--- config.mk ---
export PLATFORM = sky130hd
export DESIGN_NAME = shift_exec_stage
export DESIGN_NICKNAME = d
export VERILOG_FILES = /design/src/rtl/shift_pkg.sv /design/src/rtl/shift_core.sv /design/src/rtl/shift_exec_stage.sv
export SDC_FILE = /design/constraint.sdc
export NUM_CORES = 1
export LEC_CHECK = 0
export BUFFER_PORTS_ARGS = -buffer_cell sky130_fd_sc_hd__buf_4
export CELL_PAD_IN_SITES_DETAIL_PLACEMENT = 0
export CELL_PAD_IN_SITES_GLOBAL_PLACEMENT = 2
export CORE_UTILIZATION = 30
export CTS_CLUSTER_SIZE = 24
export DETAILED_ROUTE_END_ITERATION = 10
export PLACE_DENSITY_LB_ADDON = 0.1
export SYNTH_ARGS = -nofsm -noshare
export SYNTH_HDL_FRONTEND = slang
export SYNTH_SLANG_ARGS = --single-unit
--- constraint.sdc ---
create_clock -name clock -period 3.3 [get_ports clock]
set_input_delay 0.495 -clock clock [delete_from_list [all_inputs] [get_ports clock]]
set_output_delay 0.495 -clock clock [all_outputs]
set_load 0.02 [all_outputs]
--- src/rtl/shift_pkg.sv ---
// -----------------------------------------------------------------------------
// shift_pkg
// Shared definitions for the shift execution stage:
//   - default operand / shift-amount widths
//   - shift opcode encodings
//   - decoded control struct and the opcode decoder used by shift_exec_stage
// Build option: SHIFT_SRL_EN -- when defined, opcode 2'b10 decodes to a
// logical right shift; when undefined it decodes as an illegal opcode.
// -----------------------------------------------------------------------------
package shift_pkg;

    localparam int DEFAULT_DATA_WIDTH  = 32;
    localparam int DEFAULT_SHAMT_WIDTH = 5;

    localparam logic [1:0] OP_SLL  = 2'b00;
    localparam logic [1:0] OP_SRA  = 2'b01;
    localparam logic [1:0] OP_SRL  = 2'b10;
    localparam logic [1:0] OP_RSVD = 2'b11;

    // Control for the combinational shifter plus the illegal-op marker.
    typedef struct packed {
        logic dir_right;  // 1: shift toward LSB, 0: shift toward MSB
        logic arith;      // 1: vacated MSBs take the operand sign bit
        logic illegal;    // opcode not supported in this build
    } shift_ctrl_t;

    function automatic shift_ctrl_t decode_op(input logic [1:0] op);
        shift_ctrl_t ctrl;
        ctrl.dir_right = 1'b0;
        ctrl.arith     = 1'b0;
        ctrl.illegal   = 1'b1;
        case (op)
            OP_SLL: begin
                ctrl.illegal = 1'b0;
            end
            OP_SRA: begin
                ctrl.dir_right = 1'b1;
                ctrl.arith     = 1'b1;
                ctrl.illegal   = 1'b0;
            end
            OP_SRL: begin
`ifdef SHIFT_SRL_EN
                ctrl.dir_right = 1'b1;
                ctrl.illegal   = 1'b0;
`else
                ctrl.illegal   = 1'b1;
`endif
            end
            OP_RSVD: begin
                ctrl.illegal = 1'b1;
            end
        endcase
        return ctrl;
    endfunction

endpackage

--- src/rtl/shift_core.sv ---
// -----------------------------------------------------------------------------
// shift_core
// Purely combinational bidirectional logarithmic shifter.
// Ports:
//   operand   [DATA_WIDTH-1:0]   value to shift
//   shamt     [SHAMT_WIDTH-1:0]  unsigned shift amount
//   dir_right                    1: right shift, 0: left shift (zero fill)
//   arith                        right shifts only: fill with operand MSB
//   result    [DATA_WIDTH-1:0]   shifted value
// SHAMT_WIDTH must equal log2(DATA_WIDTH).
// -----------------------------------------------------------------------------
module shift_core
    import shift_pkg::*;
#(
    parameter int DATA_WIDTH  = DEFAULT_DATA_WIDTH,
    parameter int SHAMT_WIDTH = DEFAULT_SHAMT_WIDTH
) (
    input  logic [DATA_WIDTH-1:0]  operand,
    input  logic [SHAMT_WIDTH-1:0] shamt,
    input  logic                   dir_right,
    input  logic                   arith,
    output logic [DATA_WIDTH-1:0]  result
);

    logic                  fill_bit;
    logic [DATA_WIDTH-1:0] acc;
    logic [DATA_WIDTH-1:0] fill_mask;

    assign fill_bit = arith & operand[DATA_WIDTH-1];

    // One mux level per shamt bit, stepping by 1, 2, 4, ... positions.
    // For right shifts the vacated top bits are ORed in from a mask that
    // is all-ones above the shifted-down data when filling with the sign.
    always_comb begin
        acc       = operand;
        fill_mask = '0;
        for (int i = 0; i < SHAMT_WIDTH; i++) begin
            fill_mask = ~({DATA_WIDTH{1'b1}} >> (1 << i)) & {DATA_WIDTH{fill_bit}};
            if (shamt[i]) begin
                if (dir_right) begin
                    acc = (acc >> (1 << i)) | fill_mask;
                end else begin
                    acc = acc << (1 << i);
                end
            end
        end
        result = acc;
    end

endmodule

--- src/rtl/shift_exec_stage.sv ---
// -----------------------------------------------------------------------------
// shift_exec_stage
// Two-stage pipelined shift unit (S1 operand register, S2 result register)
// with valid/ready handshakes on both sides. Computes SLL and SRA, plus SRL
// when built with SHIFT_SRL_EN. Unsupported opcodes flow through the pipe
// with out_illegal=1 and a zero result.
// Ports:
//   clock, reset_n            clock, synchronous active-low reset
//   in_valid / in_ready       upstream handshake
//   in_opcode [1:0]           00 SLL, 01 SRA, 10 SRL (optional), 11 reserved
//   in_operand, in_shamt      shift operands
//   out_valid / out_ready     downstream handshake
//   out_result                shifted value (0 for illegal ops)
//   out_zero, out_neg         flags of out_result
//   out_illegal               opcode was unsupported
// Handshake: a transfer happens on a rising edge with valid && ready. in_ready
// depends only on pipeline state, never on in_valid; out_* hold steady while
// out_valid=1 and out_ready=0.
// Build option: SHIFT_SRL_EN enables the logical right shift on opcode 10.
// -----------------------------------------------------------------------------
module shift_exec_stage
    import shift_pkg::*;
#(
    parameter int DATA_WIDTH  = DEFAULT_DATA_WIDTH,
    parameter int SHAMT_WIDTH = DEFAULT_SHAMT_WIDTH
) (
    input  logic                   clock,
    input  logic                   reset_n,
    input  logic                   in_valid,
    output logic                   in_ready,
    input  logic [1:0]             in_opcode,
    input  logic [DATA_WIDTH-1:0]  in_operand,
    input  logic [SHAMT_WIDTH-1:0] in_shamt,
    output logic                   out_valid,
    input  logic                   out_ready,
    output logic [DATA_WIDTH-1:0]  out_result,
    output logic                   out_zero,
    output logic                   out_neg,
    output logic                   out_illegal
);

    // S1: captured request
    logic                   s1_valid_q,   s1_valid_d;
    logic [1:0]             s1_opcode_q,  s1_opcode_d;
    logic [DATA_WIDTH-1:0]  s1_operand_q, s1_operand_d;
    logic [SHAMT_WIDTH-1:0] s1_shamt_q,   s1_shamt_d;

    // S2: registered result and flags
    logic                   s2_valid_q,   s2_valid_d;
    logic [DATA_WIDTH-1:0]  s2_result_q,  s2_result_d;
    logic                   s2_zero_q,    s2_zero_d;
    logic                   s2_neg_q,     s2_neg_d;
    logic                   s2_illegal_q, s2_illegal_d;

    logic                   s1_adv;
    logic                   in_fire;
    logic                   s2_load;
    shift_ctrl_t            ctrl;
    logic [DATA_WIDTH-1:0]  core_result;
    logic [DATA_WIDTH-1:0]  final_result;

    assign ctrl = decode_op(s1_opcode_q);

    shift_core #(
        .DATA_WIDTH  (DATA_WIDTH),
        .SHAMT_WIDTH (SHAMT_WIDTH)
    ) u_shift_core (
        .operand   (s1_operand_q),
        .shamt     (s1_shamt_q),
        .dir_right (ctrl.dir_right),
        .arith     (ctrl.arith),
        .result    (core_result)
    );

    assign final_result = ctrl.illegal ? '0 : core_result;

    always_comb begin
        // S1 may move forward whenever S2 is empty or being drained now,
        // which lets a full pipe keep accepting one op per cycle.
        s1_adv   = !s2_valid_q || out_ready;
        in_ready = !s1_valid_q || s1_adv;
        in_fire  = in_valid && in_ready;
        s2_load  = s1_valid_q && s1_adv;

        s1_valid_d   = in_fire || (s1_valid_q && !s1_adv);
        s1_opcode_d  = s1_opcode_q;
        s1_operand_d = s1_operand_q;
        s1_shamt_d   = s1_shamt_q;
        if (in_fire) begin
            s1_opcode_d  = in_opcode;
            s1_operand_d = in_operand;
            s1_shamt_d   = in_shamt;
        end

        s2_valid_d   = s2_load || (s2_valid_q && !out_ready);
        s2_result_d  = s2_result_q;
        s2_zero_d    = s2_zero_q;
        s2_neg_d     = s2_neg_q;
        s2_illegal_d = s2_illegal_q;
        if (s2_load) begin
            s2_result_d  = final_result;
            s2_zero_d    = (final_result == '0);
            s2_neg_d     = final_result[DATA_WIDTH-1];
            s2_illegal_d = ctrl.illegal;
        end
    end

    always_ff @(posedge clock) begin
        if (!reset_n) begin
            s1_valid_q   <= 1'b0;
            s1_opcode_q  <= '0;
            s1_operand_q <= '0;
            s1_shamt_q   <= '0;
            s2_valid_q   <= 1'b0;
            s2_result_q  <= '0;
            s2_zero_q    <= 1'b0;
            s2_neg_q     <= 1'b0;
            s2_illegal_q <= 1'b0;
        end else begin
            s1_valid_q   <= s1_valid_d;
            s1_opcode_q  <= s1_opcode_d;
            s1_operand_q <= s1_operand_d;
            s1_shamt_q   <= s1_shamt_d;
            s2_valid_q   <= s2_valid_d;
            s2_result_q  <= s2_result_d;
            s2_zero_q    <= s2_zero_d;
            s2_neg_q     <= s2_neg_d;
            s2_illegal_q <= s2_illegal_d;
        end
    end

    assign out_valid   = s2_valid_q;
    assign out_result  = s2_result_q;
    assign out_zero    = s2_zero_q;
    assign out_neg     = s2_neg_q;
    assign out_illegal = s2_illegal_q;

endmodule

==> results of run 1 <==
[synthesized netlist by cell type, types with 6 or more instances]
cell,count
a2111oi_0,6
a211o_1,10
a211oi_1,34
a21boi_0,49
a21oi_1,68
a221oi_1,12
a311oi_1,7
a31oi_1,14
and2_1,13
and3b_1,10
buf_1,12
buf_2,31
buf_4,7
clkbuf_1,73
dfxtp_1,75
inv_1,15
mux2_2,14
mux2i_1,34
mux4_2,11
nand2_1,191
nand2b_1,9
nand3_1,18
nor2_1,85
nor2b_1,19
nor3_1,17
nor3b_1,7
nor4bb_1,6
o211a_1,16
o211ai_1,13
o21a_1,6
o21ai_0,52
o21bai_1,6
o22ai_1,23
o31ai_1,9
[cells in the final DEF (no fill, tap or decap), drive strengths merged, types with 5 or more instances in the layout]
cell type / Yosys / routed
nor2b: 19 / 19
nor3b: 7 / 7
a311oi: 7 / 7
nor2: 85 / 85
o31a: 5 / 5
dfxtp: 75 / 75
mux2: 14 / 14
mux4: 11 / 11
nand3: 18 / 18
nand2: 191 / 191
o211ai: 13 / 13
o311ai: 7 / 7
o211a: 16 / 16
a211oi: 36 / 36
clkbuf: 75 / 9
buf: 51 / 420
mux2i: 34 / 34
o31ai: 9 / 9
or2: 6 / 6
a31oi: 14 / 14
a21oi: 68 / 68
a21boi: 49 / 49
a221oi: 12 / 12
and3b: 10 / 10
nand2b: 9 / 9
and2: 13 / 13
o22ai: 23 / 23
o21a: 6 / 6
nor3: 17 / 17
o21bai: 6 / 6
nand4: 5 / 5
o21ai: 52 / 52
a211o: 10 / 10
inv: 16 / 20
a2111oi: 6 / 6
a22oi: 5 / 5
nor4bb: 6 / 6
[power by group through the flow]
stage	Clock [uW]	Sequential, uW	Combinational [uW]
global route	1150	1030	1820
floorplan	0	1030	741
CTS	1110	1020	1690
global placement	0	1050	1630
detailed placement	0	1050	1610
finish	1090	1030	1730
[what timing repair did]
item                                    in CTS  in global routing
buffers inserted                            15                  2
gates resized for setup                     56                  8
pin swaps                                   21                  2
hold endpoints to repair                     0                  0
endpoints found under the setup margin       8                  6
[flip-flops by register name, summed over array words and instances (netlist names)]
register and flops:
out_illegal 1, s1_shamt_q 5, s1_valid_q 1, out_zero 1, out_result 32, out_valid 1, s1_opcode_q 2, s1_operand_q 32
[kinds of logic (layout without fill, tap and decap cells)]
group | after synthesis | in the layout
and+or+nand+nor | 412 | 412
AOI/OAI and AO/OA | 395 | 395
buffers and inverters | 144 | 454
DFF | 75 | 75
muxes | 59 | 59
other | 0 | 1
[final timing paths]
kind,startpoint,endpoint,slack [ns],cells past startpoint
setup reg to reg,s1_shamt_q[0]$_SDFFE_PN0P_,out_zero$_SDFFE_PN0P_,-0.14,15
hold reg to reg,out_result[28]$_SDFFE_PN0P_,out_result[28]$_SDFFE_PN0P_,0.47,2
hold / removal,in_valid,s1_valid_q$_SDFF_PN0_,0.38,3
setup / recovery,s1_shamt_q[0]$_SDFFE_PN0P_,out_zero$_SDFFE_PN0P_,-0.14,15
[final cells by class]
cell class                      instances  area share (%)
Sequential cell                        75            13.3
Clock inverter                          7           0.700
Antenna cell                            1          0.0219
Multi-Input combinational cell        866            50.3
Tap cell                              330            3.61
Timing Repair Buffer                  420            29.5
Clock buffer                            9            1.97
Inverter                               18           0.634
[metrics by stage]
| step | TNS, ns | hold slack [ns] | worst slack, ns | utilization [%] | cell area [um2] |
|---|---|---|---|---|---|
| finish | -0.140 | 0.379 | -0.140 | 45.6 | 11400 |
| global route | -0.243 | 0.385 | -0.243 | 45.6 | 11400 |
| CTS | -0.0516 | 0.380 | -0.0516 | 45.4 | 11400 |
| detailed placement | -0.913 | 0.461 | -0.441 | 42.8 | 10800 |
| global placement | -0.958 | 0.456 | -0.446 | 42.8 | 10800 |
| floorplan | 0 | 0.494 | 0.0177 | - | 7670 |
[critical path, delay by kind of cell, from the launching register on]
| family | cells | cell delay, ns |
|---|---|---|
| flops | 1 | 0.41 |
| buf+inv | 6 | 1.00 |
| simple gates | 3 | 0.66 |
| compound gates | 6 | 1.26 |
[per-layer routing]
metal / up-vias / GRT usage [%]
met1: 4962 / 48.1
li1: 4636 / -
met3: 109 / 7.63
met2: 515 / 49.8
met4: 0 / 16.4
met5: - / 0
==> results.json, run 1 <==
{
  "fillers": 2704,
  "clk_path_buf_depth": 2,
  "top_layer": "met4",
  "yosys.area_share.simple_pct": 25.4,
  "yosysTopAreaCellShare_pct": 19.7,
  "regArea_um2": 1520,
  "crit_type": "register to register",
  "max_freq_mhz": 291,
  "overflow": 0,
  "die_height_um": 162,
  "grt_max_degree": 76,
  "yosysSeqAreaShare_pct": 19.7,
  "switching_share_pct": 39.0,
  "crit_path_top_delay_cell": "or3b_2",
  "multi_input_area_um2": 5750,
  "cts.clk_slew.worst_paths_ns": 0.07,
  "first_pass_iters": 8,
  "grt_pass1_vias": 10100,
  "area_growth_pct": 49.8,
  "synth.cell_area_um2": 7640,
  "power_frac_clock_pct": 28.3,
  "hold_viol": 0,
  "clk_latency_ns": 0.36,
  "synthMuxAreaShare_pct": 9.76,
  "ios": 80,
  "clock-root-buffer": "clkbuf_16",
  "start_util_pct": 30.4,
  "failed_checks": "negative setup slack",
  "nets": 1433,
  "synthXorXnorAreaFrac_pct": 0,
  "ys_types": 79,
  "finalClockSkew_ns": 0.0101,
  "path_max_fanout": 8,
  "fp.dieW_um": 162,
  "placed_cells": 1693,
  "rsz0062_at_grt": "true",
  "gp_congestion": 1.02,
  "p_comb_share_pct": 45.0,
  "dp_hpwl_mm": 35.2,
  "synth-warning-count": 0,
  "ys_ff_latch": 75,
  "synthTopCellsByArea": "dfxtp_1 (20%), nand2_1 (9.4%), a21boi_0 (4.8%), a21oi_1 (4.5%), mux2i_1 (4.5%)",
  "period_share_pct": 104,
  "p_leak_uw": 0.00481,
  "p_int_uw": 2350,
  "die_area_um2": 26100,
  "wl_mm": 44.4,
  "worstHoldPathType": "input port to register",
  "synth-compound-area-share_pct": 37.1,
  "io_buffers": 79,
  "post-synth-top-area-cell": "dfxtp_1",
  "slew_viol_final": 0,
  "cpPeakStageDelay_ns": 0.49,
  "grt_first_pass_wirelength_mm": 66.5,
  "cts.sinks": 75,
  "syn-num-nets": 1128,
  "cp-start-kind": "register",
  "cp-end-kind": "register",
  "worstPathCellList": "buf_8 > buf_8 > nand2b_1 > buf_6 > a21oi_1 > a211oi_2 > buf_4 > buf_12 > nor2_1 > o221ai_2 > o32a_1 > o21ai_0 > buf_4 > or3b_2 > o41ai_2",
  "viasPerCell": 5.92,
  "drive_above_1_share_pct": 37.3,
  "required_ns": 3.56,
  "min_period_ns": 3.44,
  "antenna_found_initial": 1,
  "power_uw": 3850,
  "report.final.setup_viol": 1,
  "htree_levels": 3,
  "synth_fa_ha_area_share_pct": 0,
  "p_sw_uw": 1500,
  "setup_ws_ns": -0.140,
  "cts_made_buffers": 9,
  "wirelength_met1_mm": 20.2,
  "post_drt_wl_per_cell_um": 25.7,
  "relSlewSlack_pct": 39.7,
  "ys_async_sr_fraction_pct": 0,
  "holdBufCountCts": 0,
  "ant_nets": 0,
  "peakVddDrop_mv": 0.222,
  "drc": 0,
  "met3_length_mm": 3.72,
  "netlist_instances": 1085,
  "synth_top_flop_cell": "dfxtp_1",
  "cts_tree": "done",
  "grt_usage_pct": 34.5,
  "cp.arrival_ns": 3.70,
  "rows": 58,
  "status": "complete, but fails checks",
  "power_density_nw_per_um2": 336,
  "max_cap_viol_count": 0,
  "synth_top_family_by_area": "compound AO/OA/AOI/OAI gates",
  "wl_met2_mm": 18.3,
  "worst_pin_slew_ns": 0.904,
  "syn_avg_cell_area_um2": 7.04,
  "final_cells": 1726,
  "seqPwrFrac_pct": 26.7,
  "synth-edff-count": 0,
  "core_area_um2": 25100,
  "drt_iter0_markers": 1175,
  "vias": 10200
}
Note: power is estimated with default switching activity, not from simulation.
==> inputs of run 2 (changes only) <==
CORE_UTILIZATION = 31   (was 30)
SLEW_MARGIN = 5   (was not set)
==> results.json, run 2 (synthesis results as in run 1) <==
{
  "rows": 57,
  "cts.clk_slew.worst_paths_ns": 0.07,
  "relSlewSlack_pct": 28.1,
  "grt_usage_pct": 33.0,
  "overflow": 0,
  "cpMostUsedCell": "buf_4",
  "post_drt_wl_per_cell_um": 24.5,
  "slew_viol_final": 0,
  "crit_type": "register to register",
  "final_common_cell": "buf_4",
  "first_pass_iters": 5,
  "cp-end-kind": "register",
  "failed_checks": "negative setup slack",
  "drt_iter0_markers": 1121,
  "finalClockSkew_ns": 0.0108,
  "grtUsageMet3_pct": 8.91,
  "power_uw": 3770,
  "final_cell_mix": "buf_4 (398), nand2_1 (189), nor2_1 (84), dfxtp_1 (70), a21oi_1 (66)",
  "die_area_um2": 25300,
  "grt_first_pass_wirelength_mm": 62.7,
  "worstPathCellList": "buf_4 > buf_12 > buf_4 > mux2i_4 > o21ai_0 > or3b_1 > nand4_1 > a31oi_1 > a211o_1 > or4b_4 > or4_4 > o41ai_2",
  "required_ns": 3.56,
  "postLayoutCoreUtil_pct": 46.5,
  "worst_pin_slew_ns": 1.07,
  "grt_pass1_vias": 9814,
  "fillers": 2503,
  "cts_made_buffers": 9,
  "io_buffers": 79,
  "gr-usage-met1_pct": 45.6,
  "setup_ws_ns": -0.0893,
  "max_freq_mhz": 295,
  "path_max_fanout": 9,
  "worstHoldStart": "in_valid",
  "fp.dieW_um": 159,
  "hold_viol": 0,
  "report.final.setup_viol": 1,
  "vias": 10100,
  "crit_path_top_delay_cell": "or4b_4",
  "min_period_ns": 3.39,
  "drive_above_1_share_pct": 37.2,
  "period_share_pct": 103,
  "grt.met2_usage_pct": 47.9,
  "cp-start-kind": "register",
  "grt_max_degree": 76,
  "gp_congestion": 1.03,
  "core_area_um2": 24200,
  "holdBufCountCts": 0,
  "start_util_pct": 31.5,
  "clk_latency_ns": 0.36,
  "r2r-start": "s1_shamt_q[0]$_SDFFE_PN0P_",
  "rsz0062_at_grt": "true",
  "ios": 80,
  "cts.sinks": 75,
  "drc": 0,
  "htree_levels": 3,
  "worstHoldPathType": "input port to register",
  "status": "complete, but fails checks",
  "area_growth_pct": 47.5,
  "ant_nets": 0,
  "nets": 1423,
  "max_cap_viol_count": 0,
  "viasPerCell": 5.89,
  "clock-root-buffer": "clkbuf_16",
  "die_height_um": 159,
  "cts_tree": "done",
  "cp-startpoint": "s1_shamt_q[0]$_SDFFE_PN0P_",
  "clk_path_buf_depth": 2,
  "power_density_nw_per_um2": 335,
  "peakVddDrop_mv": 0.211,
  "insertedDiodeCount": 0,
  "cpPeakStageDelay_ns": 0.49,
  "dp_hpwl_mm": 33.3,
  "p_leak_uw": 0.00474,
  "busiest_layer": "met2",
  "whs_ns": 0.394,
  "cp.arrival_ns": 3.65,
  "wl_mm": 41.9,
  "antenna_found_initial": 0,
  "pre_cts_slack_ns": -0.643
}
run 2: cell type report:
class	count	area, um2	share of cell area [%]
multi-input combinational	866	5760	51.1
clock inverter	7	80.1	0.711
timing repair buffer	410	3200	28.4
sequential	75	1520	13.5
clock buffer	9	225	2.00
tap	324	405	3.60
inverter	18	78.8	0.700
run 2: stage by stage:
| step | instance area (um2) | TNS, ns | std cells |
|---|---|---|---|
| 2_1_floorplan | 7670 | 0 | 1085 |
| 3_3_place_gp | 10600 | -0.696 | 1675 |
| 3_5_place_dp | 10600 | -0.953 | 1675 |
| 4_1_cts | 11100 | -0.0438 | 1705 |
| 5_1_grt | 11300 | -0.230 | 1709 |
| 6_report | 11300 | -0.0893 | 1709 |
run 2: worst paths after layout:
| kind | to | slack, ns | cells after the start |
|---|---|---|---|
| worst max-delay path | out_zero$_SDFFE_PN0P_ | -0.09 | 12 |
| worst min-delay path | s1_valid_q$_SDFF_PN0_ | 0.39 | 3 |
| worst max register to register | out_zero$_SDFFE_PN0P_ | -0.09 | 12 |
| worst min register to register | out_result[28]$_SDFFE_PN0P_ | 0.47 | 2 |
run 2: repair_timing:
item / in CTS / in global routing
buffers inserted: 13 / 4
cloned: 1 / 0
pin swaps: 9 / 3
resized for setup: 33 / 27
hold endpoints to repair: 0 / 0
endpoints found under the setup margin: 5 / 6
run 2: metal layers:
| metal | up-vias | part of all wire, % |
|---|---|---|
| li1 | 4609 | - |
| met1 | 4834 | 45 |
| met2 | 527 | 41 |
| met3 | 103 | 9.4 |
| met4 | 0 | 4.4 |
| met5 | - | 0 |
run 2: power by group:
part / internal (uW) / switching [uW] / leakage (uW)
Combinational: 766 / 910 / 0.00397
Clock: 599 / 471 / 0.000149
Sequential: 957 / 66.3 / 0.000619
run 2: worst max-delay path, delay by kind of cell, from the launching register on:
kind | cells | cell delay, ns
AND/OR/NAND/NOR | 4 | 1.49
multiplexers | 1 | 0.25
flip-flops | 1 | 0.37
AO/OA/AOI/OAI | 4 | 0.74
buffers and inverters | 3 | 0.44
==> inputs of run 3 (changes only) <==
CORE_UTILIZATION = 37   (was 31)
clock period = 3.9 ns   (was 3.3 ns; I/O delays follow)
==> results.json, run 3 (synthesis results as in run 1) <==
{
  "cts.clk_slew.worst_paths_ns": 0.07,
  "cts_made_buffers": 9,
  "period_share_pct": 98.8,
  "clk_latency_ns": 0.36,
  "final_cells": 1456,
  "placed_cell_area_um2": 9160,
  "gp_congestion": 1.02,
  "final_cell_mix": "buf_4 (197), nand2_1 (191), nor2_1 (85), dfxtp_1 (70), a21oi_1 (68)",
  "drive_above_1_share_pct": 23.6,
  "placed_cells": 1435,
  "die_area_um2": 21200,
  "crit_type": "register to register",
  "grt_usage_pct": 36.1,
  "report.final.setup_viol": 0,
  "finalClockSkew_ns": 0.0131,
  "ios": 80,
  "core_area_um2": 20200,
  "cp-start-kind": "register",
  "insertedDiodeCount": 0,
  "wl_mm": 38.4,
  "worst_pin_slew_ns": 0.948,
  "max_freq_mhz": 259,
  "required_ns": 4.16,
  "io_buffers": 79,
  "nets": 1224,
  "final_common_cell": "buf_4",
  "stdcell_area_um2": 9520,
  "viasPerCell": 6.41,
  "drt_iter0_markers": 1148,
  "min_period_ns": 3.85,
  "first_pass_iters": 5,
  "cts_tree": "done",
  "status": "complete, no violations",
  "clock-root-buffer": "clkbuf_16",
  "antenna_found_initial": 1,
  "cp-end-kind": "register",
  "max_cap_viol_count": 0,
  "worstHoldPathType": "register to register",
  "path_max_fanout": 29,
  "peakVddDrop_mv": 0.196,
  "r2r-start": "s1_shamt_q[0]$_SDFFE_PN0P_",
  "slew_viol_final": 0,
  "fp.dieW_um": 146,
  "worstHoldStart": "out_result[28]$_SDFFE_PN0P_",
  "drc": 0,
  "start_util_pct": 37.7,
  "post_drt_wl_per_cell_um": 26.4,
  "grt_first_pass_wirelength_mm": 57.8,
  "power_uw": 2920,
  "cp.arrival_ns": 4.11,
  "rows": 52,
  "relSlewSlack_pct": 35.2,
  "cp-startpoint": "s1_shamt_q[0]$_SDFFE_PN0P_",
  "vias": 9331,
  "grt_pass1_vias": 8708,
  "htree_levels": 3,
  "p_leak_uw": 0.00372,
  "holdBufCountCts": 0,
  "clk_path_buf_depth": 2,
  "dp_hpwl_mm": 29.4,
  "overflow": 0,
  "cts.sinks": 75,
  "whs_ns": 0.469,
  "power_density_nw_per_um2": 307,
  "grt_max_degree": 76,
  "area_growth_pct": 24.7,
  "hold_viol": 0,
  "ant_nets": 0,
  "fillers": 2108,
  "die_height_um": 146
}
run 3: cell types whose count changed in the layout (fill, tap and decap cells not counted), sizes merged:
cell    change
buf       -198
bufbuf      -1
clkinv      -1
inv         +1
run 3: final cells by class:
class                   count  area [um2]  area share [%]
clock buffers               9         225            2.36
clock inverters             7        80.1           0.841
inverters                  18        73.8           0.775
multi-input cells         866        5540            58.2
flip-flops and latches     75        1510            15.9
well taps                 270         338            3.55
repair buffers            211        1750            18.4
run 3: repair_timing:
item                                    in CTS  in global routing
pin swaps                                    0                  1
setup buffers                                0                  5
endpoints found under the hold margin        0                  0
endpoints found under the setup margin       1                  1
resized for setup                            1                  7
run 3: final timing paths:
kind                                  to  slack, ns  cells past startpoint
max                out_zero$_SDFFE_PN0P_       0.05                     13
min          out_result[28]$_SDFFE_PN0P_       0.47                      2
max reg2reg        out_zero$_SDFFE_PN0P_       0.05                     13
min reg2reg  out_result[28]$_SDFFE_PN0P_       0.47                      2
run 3: routing by layer:
layer  routed length (um)  GRT usage, %  vias to the layer above
li1                     -             -                     4213
met1                17300          52.1                     4493
met2                15700          50.8                      533
met3                 3720          8.31                       90
met4                 1570          14.9                        2
met5                   11             0                        -
run 3: metrics by stage:
step	setup WS [ns]	setup TNS, ns	util (%)
global route	-0.0000702	-0.0000702	47.1
CTS	0.0956	0	46.8
floorplan	0.479	0	-
detailed placement	-0.0514	-0.0514	45.2
global placement	-0.0228	-0.0228	45.2
finish	0.0461	0	47.1
run 3: critical path: stages (launching register included):
cell and delay (ns):
dfxtp_4 0.44, buf_12 0.20, mux2i_1 0.40, nor3_1 0.10
a211oi_1 0.26, buf_4 0.18, o211ai_1 0.10, a21oi_1 0.15
a2111oi_0 0.08, buf_4 0.19, a211o_1 0.23, or4b_1 0.48
or4_1 0.59, o41ai_2 0.33
run 3: power by group:
part	leakage (uW)	switching, uW	internal [uW]
clock network	0.000149	394	507
registers	0.000618	72.6	810
logic	0.00296	677	460
